===== config.mk =====
export PLATFORM = sky130hd
export DESIGN_NAME = stack_ctrl_flat
export DESIGN_NICKNAME = d
export VERILOG_FILES = /design/src/rtl/stack_ctrl_if.sv /design/src/rtl/stack_ctrl.sv /design/src/flat_wrapper.sv
export SDC_FILE = /design/constraint.sdc
export NUM_CORES = 1
export LEC_CHECK = 0
export CORE_MARGIN = 3
export CORE_UTILIZATION = 38
export DETAILED_ROUTE_END_ITERATION = 7
export PLACE_DENSITY = 0.8
export SYNTH_ARGS = -nofsm -noshare
export SYNTH_HDL_FRONTEND = slang
export SYNTH_SLANG_ARGS = --single-unit

===== constraint.sdc =====
create_clock -name clk -period 2.6 [get_ports clk]
set_input_delay 0.26 -clock clk [delete_from_list [all_inputs] [get_ports clk]]
set_output_delay 0.26 -clock clk [all_outputs]
set_load 0.01 [all_outputs]

===== src/rtl/stack_ctrl_if.sv =====
// rtl/stack_ctrl_if.sv - CPU request, SP register and stack memory signals of stack_ctrl
interface stack_ctrl_if #(
  parameter int WIDTH = 16
);
  logic             req_push;
  logic             req_pop;
  logic [WIDTH-1:0] push_data;
  logic             ready;
  logic             done;
  logic [WIDTH-1:0] pop_data;
  logic             err_overflow;
  logic             err_underflow;
  logic [WIDTH-1:0] sp_val;
  logic             sp_push;
  logic             sp_pop;
  logic [WIDTH-1:0] sp_new_val;
  logic [WIDTH-1:0] mem_addr;
  logic [WIDTH-1:0] mem_wdata;
  logic             mem_we;
  logic             mem_re;
  logic [WIDTH-1:0] mem_rdata;

  modport slave (
    input  req_push, req_pop, push_data, sp_val, mem_rdata,
    output ready, done, pop_data, err_overflow, err_underflow,
           sp_push, sp_pop, sp_new_val, mem_addr, mem_wdata, mem_we, mem_re
  );

  modport master (
    output req_push, req_pop, push_data, sp_val, mem_rdata,
    input  ready, done, pop_data, err_overflow, err_underflow,
           sp_push, sp_pop, sp_new_val, mem_addr, mem_wdata, mem_we, mem_re
  );
endinterface


===== src/rtl/stack_ctrl.sv =====
// rtl/stack_ctrl.sv - push/pop sequencer for the SP register and stack data memory
module stack_ctrl #(
  parameter int               WIDTH       = 16,
  parameter logic [WIDTH-1:0] STACK_TOP   = 16'hFFFF,
  parameter logic [WIDTH-1:0] STACK_LIMIT = 16'hFF00,
  parameter int               MEM_LAT     = 1
) (
  input logic         clk,
  input logic         reset,
  stack_ctrl_if.slave bus
);

  localparam int               CNT_W   = (MEM_LAT > 1) ? $clog2(MEM_LAT) : 1;
  localparam logic [WIDTH-1:0] FULL_SP = STACK_LIMIT - 1'b1;
  localparam logic [CNT_W-1:0] CNT_INIT = CNT_W'(MEM_LAT - 1);

  typedef enum logic [2:0] {
    IDLE,
    PUSH,
    POP_ADDR,
    POP_WAIT,
    POP_DONE,
    ERR
  } state_t;

  state_t           state_q, state_d;
  logic [WIDTH-1:0] data_q, data_d;
  logic [WIDTH-1:0] pop_data_q, pop_data_d;
  logic [CNT_W-1:0] cnt_q, cnt_d;
  logic             err_ovf_q, err_ovf_d;

  always_ff @(posedge clk) begin
    if (!reset) begin
      state_q    <= IDLE;
      data_q     <= '0;
      pop_data_q <= '0;
      cnt_q      <= '0;
      err_ovf_q  <= 1'b0;
    end else begin
      state_q    <= state_d;
      data_q     <= data_d;
      pop_data_q <= pop_data_d;
      cnt_q      <= cnt_d;
      err_ovf_q  <= err_ovf_d;
    end
  end

  always_comb begin
    state_d           = state_q;
    data_d            = data_q;
    pop_data_d        = pop_data_q;
    cnt_d             = cnt_q;
    err_ovf_d         = err_ovf_q;
    bus.ready         = 1'b0;
    bus.done          = 1'b0;
    bus.err_overflow  = 1'b0;
    bus.err_underflow = 1'b0;
    bus.sp_push       = 1'b0;
    bus.sp_pop        = 1'b0;
    bus.sp_new_val    = bus.sp_val;
    bus.mem_addr      = bus.sp_val;
    bus.mem_wdata     = data_q;
    bus.mem_we        = 1'b0;
    bus.mem_re        = 1'b0;

    case (state_q)
      IDLE: begin
        bus.ready = 1'b1;
        // Pop has priority; a simultaneous push is simply dropped.
        if (bus.req_pop) begin
          if (bus.sp_val == STACK_TOP) begin
            err_ovf_d = 1'b0;
            state_d   = ERR;
          end else begin
            state_d   = POP_ADDR;
          end
        end else if (bus.req_push) begin
          if (bus.sp_val == FULL_SP) begin
            err_ovf_d = 1'b1;
            state_d   = ERR;
          end else begin
            data_d    = bus.push_data;
            state_d   = PUSH;
          end
        end
      end

      PUSH: begin
        bus.mem_we     = 1'b1;
        bus.mem_addr   = bus.sp_val;
        bus.sp_push    = 1'b1;
        bus.sp_new_val = bus.sp_val - 1'b1;
        bus.done       = 1'b1;
        state_d        = IDLE;
      end

      POP_ADDR: begin
        // sp_val still holds the pre-pop pointer here; the top item sits one above it.
        bus.mem_re     = 1'b1;
        bus.mem_addr   = bus.sp_val + 1'b1;
        bus.sp_pop     = 1'b1;
        bus.sp_new_val = bus.sp_val + 1'b1;
        cnt_d          = CNT_INIT;
        state_d        = POP_WAIT;
      end

      POP_WAIT: begin
        if (cnt_q == '0) begin
          pop_data_d = bus.mem_rdata;
          state_d    = POP_DONE;
        end else begin
          cnt_d      = cnt_q - 1'b1;
        end
      end

      POP_DONE: begin
        bus.done = 1'b1;
        state_d  = IDLE;
      end

      ERR: begin
        bus.done          = 1'b1;
        bus.err_overflow  = err_ovf_q;
        bus.err_underflow = !err_ovf_q;
        state_d           = IDLE;
      end

      default: state_d = IDLE;
    endcase
  end

  assign bus.pop_data = pop_data_q;

endmodule


===== src/flat_wrapper.sv =====
// flat-port wrapper written by rule: the top's interface ports become plain ports
module stack_ctrl_flat 
#(
  parameter int               WIDTH       = 16,
  parameter logic [WIDTH-1:0] STACK_TOP   = 16'hFFFF,
  parameter logic [WIDTH-1:0] STACK_LIMIT = 16'hFF00,
  parameter int               MEM_LAT     = 1
)
  (clk, reset, bus_req_push, bus_req_pop, bus_push_data, bus_sp_val, bus_mem_rdata, bus_ready, bus_done, bus_pop_data, bus_err_overflow, bus_err_underflow, bus_sp_push, bus_sp_pop, bus_sp_new_val, bus_mem_addr, bus_mem_wdata, bus_mem_we, bus_mem_re);
  stack_ctrl_if #(.WIDTH(WIDTH)) bus_i ();
  input logic clk;
  input logic reset;
  input wire logic [$bits(bus_i.req_push)-1:0] bus_req_push;
  input wire logic [$bits(bus_i.req_pop)-1:0] bus_req_pop;
  input wire logic [$bits(bus_i.push_data)-1:0] bus_push_data;
  input wire logic [$bits(bus_i.sp_val)-1:0] bus_sp_val;
  input wire logic [$bits(bus_i.mem_rdata)-1:0] bus_mem_rdata;
  output wire logic [$bits(bus_i.ready)-1:0] bus_ready;
  output wire logic [$bits(bus_i.done)-1:0] bus_done;
  output wire logic [$bits(bus_i.pop_data)-1:0] bus_pop_data;
  output wire logic [$bits(bus_i.err_overflow)-1:0] bus_err_overflow;
  output wire logic [$bits(bus_i.err_underflow)-1:0] bus_err_underflow;
  output wire logic [$bits(bus_i.sp_push)-1:0] bus_sp_push;
  output wire logic [$bits(bus_i.sp_pop)-1:0] bus_sp_pop;
  output wire logic [$bits(bus_i.sp_new_val)-1:0] bus_sp_new_val;
  output wire logic [$bits(bus_i.mem_addr)-1:0] bus_mem_addr;
  output wire logic [$bits(bus_i.mem_wdata)-1:0] bus_mem_wdata;
  output wire logic [$bits(bus_i.mem_we)-1:0] bus_mem_we;
  output wire logic [$bits(bus_i.mem_re)-1:0] bus_mem_re;
  assign bus_i.req_push = bus_req_push;
  assign bus_i.req_pop = bus_req_pop;
  assign bus_i.push_data = bus_push_data;
  assign bus_i.sp_val = bus_sp_val;
  assign bus_i.mem_rdata = bus_mem_rdata;
  assign bus_ready = bus_i.ready;
  assign bus_done = bus_i.done;
  assign bus_pop_data = bus_i.pop_data;
  assign bus_err_overflow = bus_i.err_overflow;
  assign bus_err_underflow = bus_i.err_underflow;
  assign bus_sp_push = bus_i.sp_push;
  assign bus_sp_pop = bus_i.sp_pop;
  assign bus_sp_new_val = bus_i.sp_new_val;
  assign bus_mem_addr = bus_i.mem_addr;
  assign bus_mem_wdata = bus_i.mem_wdata;
  assign bus_mem_we = bus_i.mem_we;
  assign bus_mem_re = bus_i.mem_re;
  stack_ctrl #(.WIDTH(WIDTH), .STACK_TOP(STACK_TOP), .STACK_LIMIT(STACK_LIMIT), .MEM_LAT(MEM_LAT)) u_core (.clk(clk), .reset(reset), .bus(bus_i));
endmodule

==> metrics, run 1 <==
post-route cell area=3840 sq um; Total Die Area=6660 sq um; largest stage delay on the critical path=430 ps; I/O pin count=124; total global-route track usage=21.5%; synthesized cell area=2170 sq um; kind of end point of the critical path=primary output; port buffer count=123; cell-internal power=1030 uW; Final Max Tran Viols=0; list of cells traversed by the critical path=clkdlybuf4s50_1, or4_4, buf_4, nor4_4, buf_4, a22oi_1, xnor2_1, dlygate4sd1_1; outcome=completed; routed length per placed instance=14.1 um; Site Rows=26; final hold slack=457 ps; count of fill cells added during filler insertion=426; routability congestion estimate from global placement=0.831; number of enable-type register cells in the synthesized netlist=0; TritonRoute pass-1 iters=4; required time of the worst setup path=2340 ps; number of unique standard cell types used by synthesis=42; remaining routing DRC violations=0; Setup Crit Path Kind=in2out; Worst Hold Path Cells=2; Die W=81.6 um; crit-path max FO=3; Num Clock Sinks=36; final core utilization=72.4%; fraction of synthesis flops using an asynchronous set or reset pin=0%; library cell appearing most often on the critical path=buf_4; Final Non-Filler Cells=517; wire length reported by the detailed router=7290 um; FF-to-FF setup slack=890 ps; post-synthesis cell count=297; worst flop-to-flop path endpoint=u_core.bus.pop_data[14]; hold buffer count at CTS=0; initial core utilization=41.0%; post-detailed-placement half-perimeter wirelength=5570 um; Maximum Capacitance Violations=0; peak supply drop=219 uV; proportion of power drawn by the clock network=28.8%; clock transition at the register clock pins on the worst setup and hold paths after CTS=70 ps; worst clock skew=7.73 ps; sequential cell area fraction in the yosys report=33.2%; Final Power=1430 uW; number of nets in the layout=501; number of CTS-inserted buffers=5; number of placed instances with taps included=506; most frequent cells in the layout=clkdlybuf4s50_1, nand2_1, buf_4; Bufs on Longest Clock Path=2; power density cells=373 nW/um^2; arrival time at the worst endpoint=2270 ps; CP top delay family=buffers and inverters; crit path launch type=input port; critical path buffer and inverter count=4; layout-stage area growth over the synthesis result=76.6%; worst slew pin tran=1000 ps; hold path startpoint=u_core.bus.pop_data[12]; Synth warnings=0; number of global-route vias before repair=2393; Core ar.=5300 sq um; Net Sw Frac=28.2%; Logic pwr share=30.4%; Antenna Diode Count=0; height of the chip=81.6 um; critical-path cell with the highest stage delay=or4_4; leakage power of the design=0.00156 uW; CTS tree=yes; proportion of layout cells with a drive suffix above 1=16.6%; sum of overflow across all layers after global routing=0; switching component of the power=404 uW; leading cell type in the layout, fill and taps excluded=clkdlybuf4s50_1; Avg Synthesized Cell Area=7.32 sq um; vias=2591; crit share post-route=97.3%; number of nets with antenna violations after routing=0; placed standard-cell area=3680 sq um; first element of the critical path=bus_sp_val[5]; Final setup viols=0; path category of the worst min-delay check=reg2reg; number of antenna violations at the first check in global routing=0; clock insertion delay at the later pin of the skew report=290 ps; vias per cell=5.01; maximum level of the CTS H-tree=2; global-route wire length before repair=11100 um; maximum clock frequency=0.395 GHz; register bit count reported by yosys=36; Hold Crit Endpoint=u_core.bus.pop_data[12]; worst rel slew slack=33.1%; DR iter-0 viols=103; FF-to-FF path depth=5; Post-Syn Nets=352; largest net degree at the start of global routing=34; sequential share of power=40.8%; Reg2Reg Launch Point=u_core.state_q[1]; count of endpoints failing hold in the final timing report=0; CTS root buf=clkbuf_8; most common flop cell mapped by yosys=dfxtp_1; crit path time final=2530 ps
## stage by stage
stage,worst slack [ps],TNS [ps]
after floorplan,443,0
after global placement,-342,-2010
after detailed placement,-353,-2260
after CTS,-3.20,-3.20
after global routing,-15.7,-43.6
final,70.5,0
## tightest hold or removal path, delay by kind of cell, from the launching register on
kind / cells / cell delay, ps
and+or+nand+nor: 1 / 50
DFF: 1 / 310
AOI/OAI and AO/OA: 1 / 50
## layout make-up
cell class	count	area (sq um)	share of cell area [%]
Tap cell	70	87.6	2.28
Timing Repair Buffer	164	1540	40.0
Sequential cell	36	722	18.8
Clock inverter	1	7.51	0.196
Clock buffer	7	86.3	2.25
Inverter	7	26.3	0.684
Multi-Input combinational cell	232	1370	35.8
## layer usage
metal | up-vias | GRT usage (%) | wire length (um)
met5 | - | 0 | 0
met4 | 0 | 7.81 | 148
met3 | 11 | 5.37 | 476
met2 | 83 | 38.0 | 3590
met1 | 1183 | 25.0 | 3070
li1 | 1314 | - | -
## cell usage after synthesis, drive strengths merged (2+ instances only)
library cell,instances,area share [%]
dfxtp,36,33
ha,3,1.7
o21ai,24,5.5
o21a,2,0.69
o31ai,2,0.69
buf,12,3.6
xnor2,12,4.8
or2,2,0.58
and4,3,1.2
or4,2,1.0
xor2,13,5.2
o22ai,2,0.58
or3,4,1.2
nand2,65,11
and3,3,0.86
clkinv,2,0.35
nand3,21,4.8
inv,5,0.86
a21oi,20,4.6
nor2,18,3.1
nor4,3,1.6
nand2b,2,0.58
nand4,4,1.2
a31oi,3,0.86
nor3,12,3.5
clkbuf,10,1.7
a22oi,2,0.69
## timing repair
action / CTS / global route
gates resized for setup: 33 / 23
pin swaps: 3 / 6
setup endpoints to repair: 18 / 13
buffers inserted: 2 / 1
## power by group through the flow
stage | clock network [uW] | registers [uW] | logic, uW
6_report | 412 | 584 | 435
3_5_place_dp | 0 | 596 | 440
5_1_grt | 448 | 586 | 469
3_3_place_gp | 0 | 594 | 437
4_1_cts | 421 | 583 | 437
2_1_floorplan | 0 | 605 | 164
## worst max path at each step
stage | to | slack [ps] | cells past startpoint
after detailed placement | bus_sp_new_val[10] | -350 | 7
after CTS | bus_sp_new_val[14] | -3 | 7
final | bus_sp_new_val[13] | 70 | 8
after global placement | bus_sp_new_val[12] | -340 | 7
after global routing | bus_sp_new_val[5] | -20 | 8
after floorplan | bus_sp_new_val[12] | 440 | 7
## logic make-up (layout without fill, tap and decap cells)
group,count (synthesis),after routing,synth area share (%)
AO/OA/AOI/OAI,59,59,15.1
XOR/XNOR,25,25,10.1
adder cells (fa/ha/maj),3,3,1.73
buffers and inverters,29,179,6.51
flip-flops,36,36,33.2
multiplexers,1,1,0.461
AND/OR/NAND/NOR,144,144,32.9
## registers in the layout, summed over array words and instances, names as in the netlist
signal	cells
u_core.state_q	3
u_core.err_ovf_q	1
u_core.bus.pop_data	16
u_core.bus.mem_wdata	16
No activity file was read; power rests on OpenSTA's default activity.
==> inputs of run 2 (changes only) <==
ABC_CLOCK_PERIOD_IN_PS = 2600   (was not set)
SLEW_MARGIN = 20   (was not set)
==> results of run 2 <==
No change in the layout: final DEF, timing and power equal those of run 1.
==> inputs of run 3 (changes only) <==
CORE_UTILIZATION = 40   (was 38)
CTS_BUF_LIST = sky130_fd_sc_hd__clkbuf_2 sky130_fd_sc_hd__clkbuf_4 sky130_fd_sc_hd__clkbuf_8   (was not set)
PLACE_DENSITY = not set   (was 0.8)
PLACE_DENSITY_LB_ADDON = 0.2   (was not set)
==> run 3 against run 2 <==
  * Maximum frequency increased by 0.90%
  * Clock power increased by 17%
  * Largest cell class unchanged
  * Global-route usage increased by 0.12 points
  * Register-to-register slack improved by 90 ps
  * Highest routed layer unchanged
  * Flip-flop and latch count unchanged
  * Final area increased by 1.9%
  * Critical endpoint is now bus_sp_new_val[8]
  * Power increased by 5.2%
  * Wire length decreased by 5.5%
  * Setup slack improved by 23 ps
  * Core utilization increased by 3.2 points
  * Via count increased by 0.39%
  * Critical path type unchanged
==> metrics, run 3 (synthesized netlist as in run 1, its figures left out) <==
outcome=completed (unchanged); proportion of layout cells with a drive suffix above 1=17.0% (was 16.6%); routed length per placed instance=13.3 um (was 14.1 um); post-route cell area=3910 sq um (was 3840 sq um); Maximum Capacitance Violations=0 (unchanged); Die W=79.7 um (was 81.6 um); wire length reported by the detailed router=6890 um (was 7290 um); height of the chip=79.7 um (was 81.6 um); path category of the worst min-delay check=reg2reg (unchanged); worst rel slew slack=66.3% (was 33.1%); Total Die Area=6350 sq um (was 6660 sq um); remaining routing DRC violations=0 (unchanged); layout-stage area growth over the synthesis result=80.0% (was 76.6%); routability congestion estimate from global placement=0.913 (was 0.831); leakage power of the design=0.00161 uW (was 0.00156 uW); crit path time final=2510 ps (was 2530 ps); kind of end point of the critical path=primary output (unchanged); port buffer count=123 (unchanged); crit path launch type=input port (unchanged); number of global-route vias before repair=2532 (was 2393); crit-path max FO=4 (was 3); I/O pin count=124 (unchanged); crit share post-route=96.4% (was 97.3%); count of endpoints failing hold in the final timing report=0 (unchanged); Setup Crit Path Kind=in2out (unchanged); number of nets in the layout=502 (was 501); sum of overflow across all layers after global routing=0 (unchanged); Final Power=1500 uW (was 1430 uW); hold buffer count at CTS=0 (unchanged); peak supply drop=223 uV (was 219 uV); arrival time at the worst endpoint=2250 ps (was 2270 ps); vias=2601 (was 2591); global-route wire length before repair=11100 um (about the same); maximum level of the CTS H-tree=2 (unchanged); post-detailed-placement half-perimeter wirelength=5290 um (was 5570 um); leading cell type in the layout, fill and taps excluded=clkdlybuf4s50_1 (unchanged); Bufs on Longest Clock Path=2 (unchanged); total global-route track usage=21.6% (was 21.5%); Core ar.=5170 sq um (was 5300 sq um); unrepaired setup endpoints after global routing=yes; Num Clock Sinks=36 (unchanged); vias per cell=5.02 (was 5.01); CTS root buf=clkbuf_8 (unchanged); initial core utilization=42.0% (was 41.0%); number of antenna violations at the first check in global routing=0 (unchanged); worst slew pin tran=501 ps (was 1000 ps); required time of the worst setup path=2340 ps (about the same); TritonRoute pass-1 iters=4 (unchanged); Register Area=721 sq um (was 722 sq um); DR iter-0 viols=63 (was 103); power density cells=385 nW/um^2 (was 373 nW/um^2); Site Rows=26 (unchanged); Final setup viols=0 (unchanged); clock insertion delay at the later pin of the skew report=290 ps (about the same); count of fill cells added during filler insertion=390 (was 426); Antenna Diode Count=0 (unchanged); number of nets with antenna violations after routing=0 (unchanged); clock transition at the register clock pins on the worst setup and hold paths after CTS=70 ps (about the same); most frequent cells in the layout=clkdlybuf4s50_1, nand2_1, buf_4 (unchanged); footprint of the multi-input gates=1410 sq um (was 1370 sq um); placed standard-cell area=3690 sq um (was 3680 sq um); CTS tree=yes (unchanged); Final Max Tran Viols=0 (unchanged); number of CTS-inserted buffers=5 (unchanged); worst clock skew=6.87 ps (was 7.73 ps); largest net degree at the start of global routing=34 (unchanged); maximum clock frequency=0.399 GHz (was 0.395 GHz)
[run 3: cell types whose count changed in the layout (fill, tap and decap cells not counted), sizes merged]
cell	delta
clkbuf	-2
clkdlybuf4s50	-1
dlygate4sd1	-1
dlygate4sd2	-1
bufinv	+1
clkinvlp	+1
dlymetal6s2s	+4
[run 3: area by class of cell]
| type | instances | share of cell area, % |
|---|---|---|
| Multi-Input combinational cell | 232 | 35.9 |
| Sequential cell | 36 | 18.4 |
| Clock buffer | 5 | 1.76 |
| Timing Repair Buffer | 165 | 39.8 |
| Tap cell | 70 | 2.24 |
| Inverter | 7 | 0.768 |
| Clock inverter | 3 | 1.09 |
[run 3: report_power, final]
part | leakage (uW) | internal, uW | switching, uW
combinational | 0.00127 | 241 | 200
clock | 0.0000541 | 283 | 198
sequential | 0.000292 | 573 | 9.63
total | 0.00161 | 1100 | 408
[run 3: timing repair]
item	CTS	global route
pin swaps	5	7
resized for setup	25	31
cloned	0	0
setup buffers	1	1
endpoints found under the setup margin	17	20
[run 3: per-stage QoR]
| step | hold slack, ps | TNS [ps] | std cells | worst slack [ps] | util (%) |
|---|---|---|---|---|---|
| CTS | 456 | -7.26 | 517 | -6.34 | 74.3 |
| global placement | 440 | -1900 | 508 | -318 | 71.4 |
| global route | 470 | -6.41 | 518 | -6.41 | 75.6 |
| floorplan | 370 | 0 | 297 | 443 | - |
| finish | 455 | 0 | 518 | 93.2 | 75.6 |
| detailed placement | 447 | -2270 | 508 | -370 | 71.4 |
[run 3: worst paths after layout]
check                          start                       to  slack, ps  depth (start not counted)
max                    bus_sp_val[6]        bus_sp_new_val[8]         90                          6
min          u_core.bus.pop_data[13]  u_core.bus.pop_data[13]        460                          2
max reg2reg        u_core.state_q[0]  u_core.bus.mem_wdata[1]        980                          6
min reg2reg  u_core.bus.pop_data[13]  u_core.bus.pop_data[13]        460                          2
[run 3: metal layers]
layer	vias up	wire length (um)	GRT usage, %
met5	-	0	0
met4	0	160	8.76
met3	17	610	7.22
met2	103	3340	37.1
met1	1165	2780	24.5
li1	1316	-	-
[run 3: critical path: stages]
cell	delay (ps)
clkdlybuf4s50_1	430
or4_4	430
or4_4	560
o21ai_0	130
xor2_1	150
dlygate4sd2_1	290
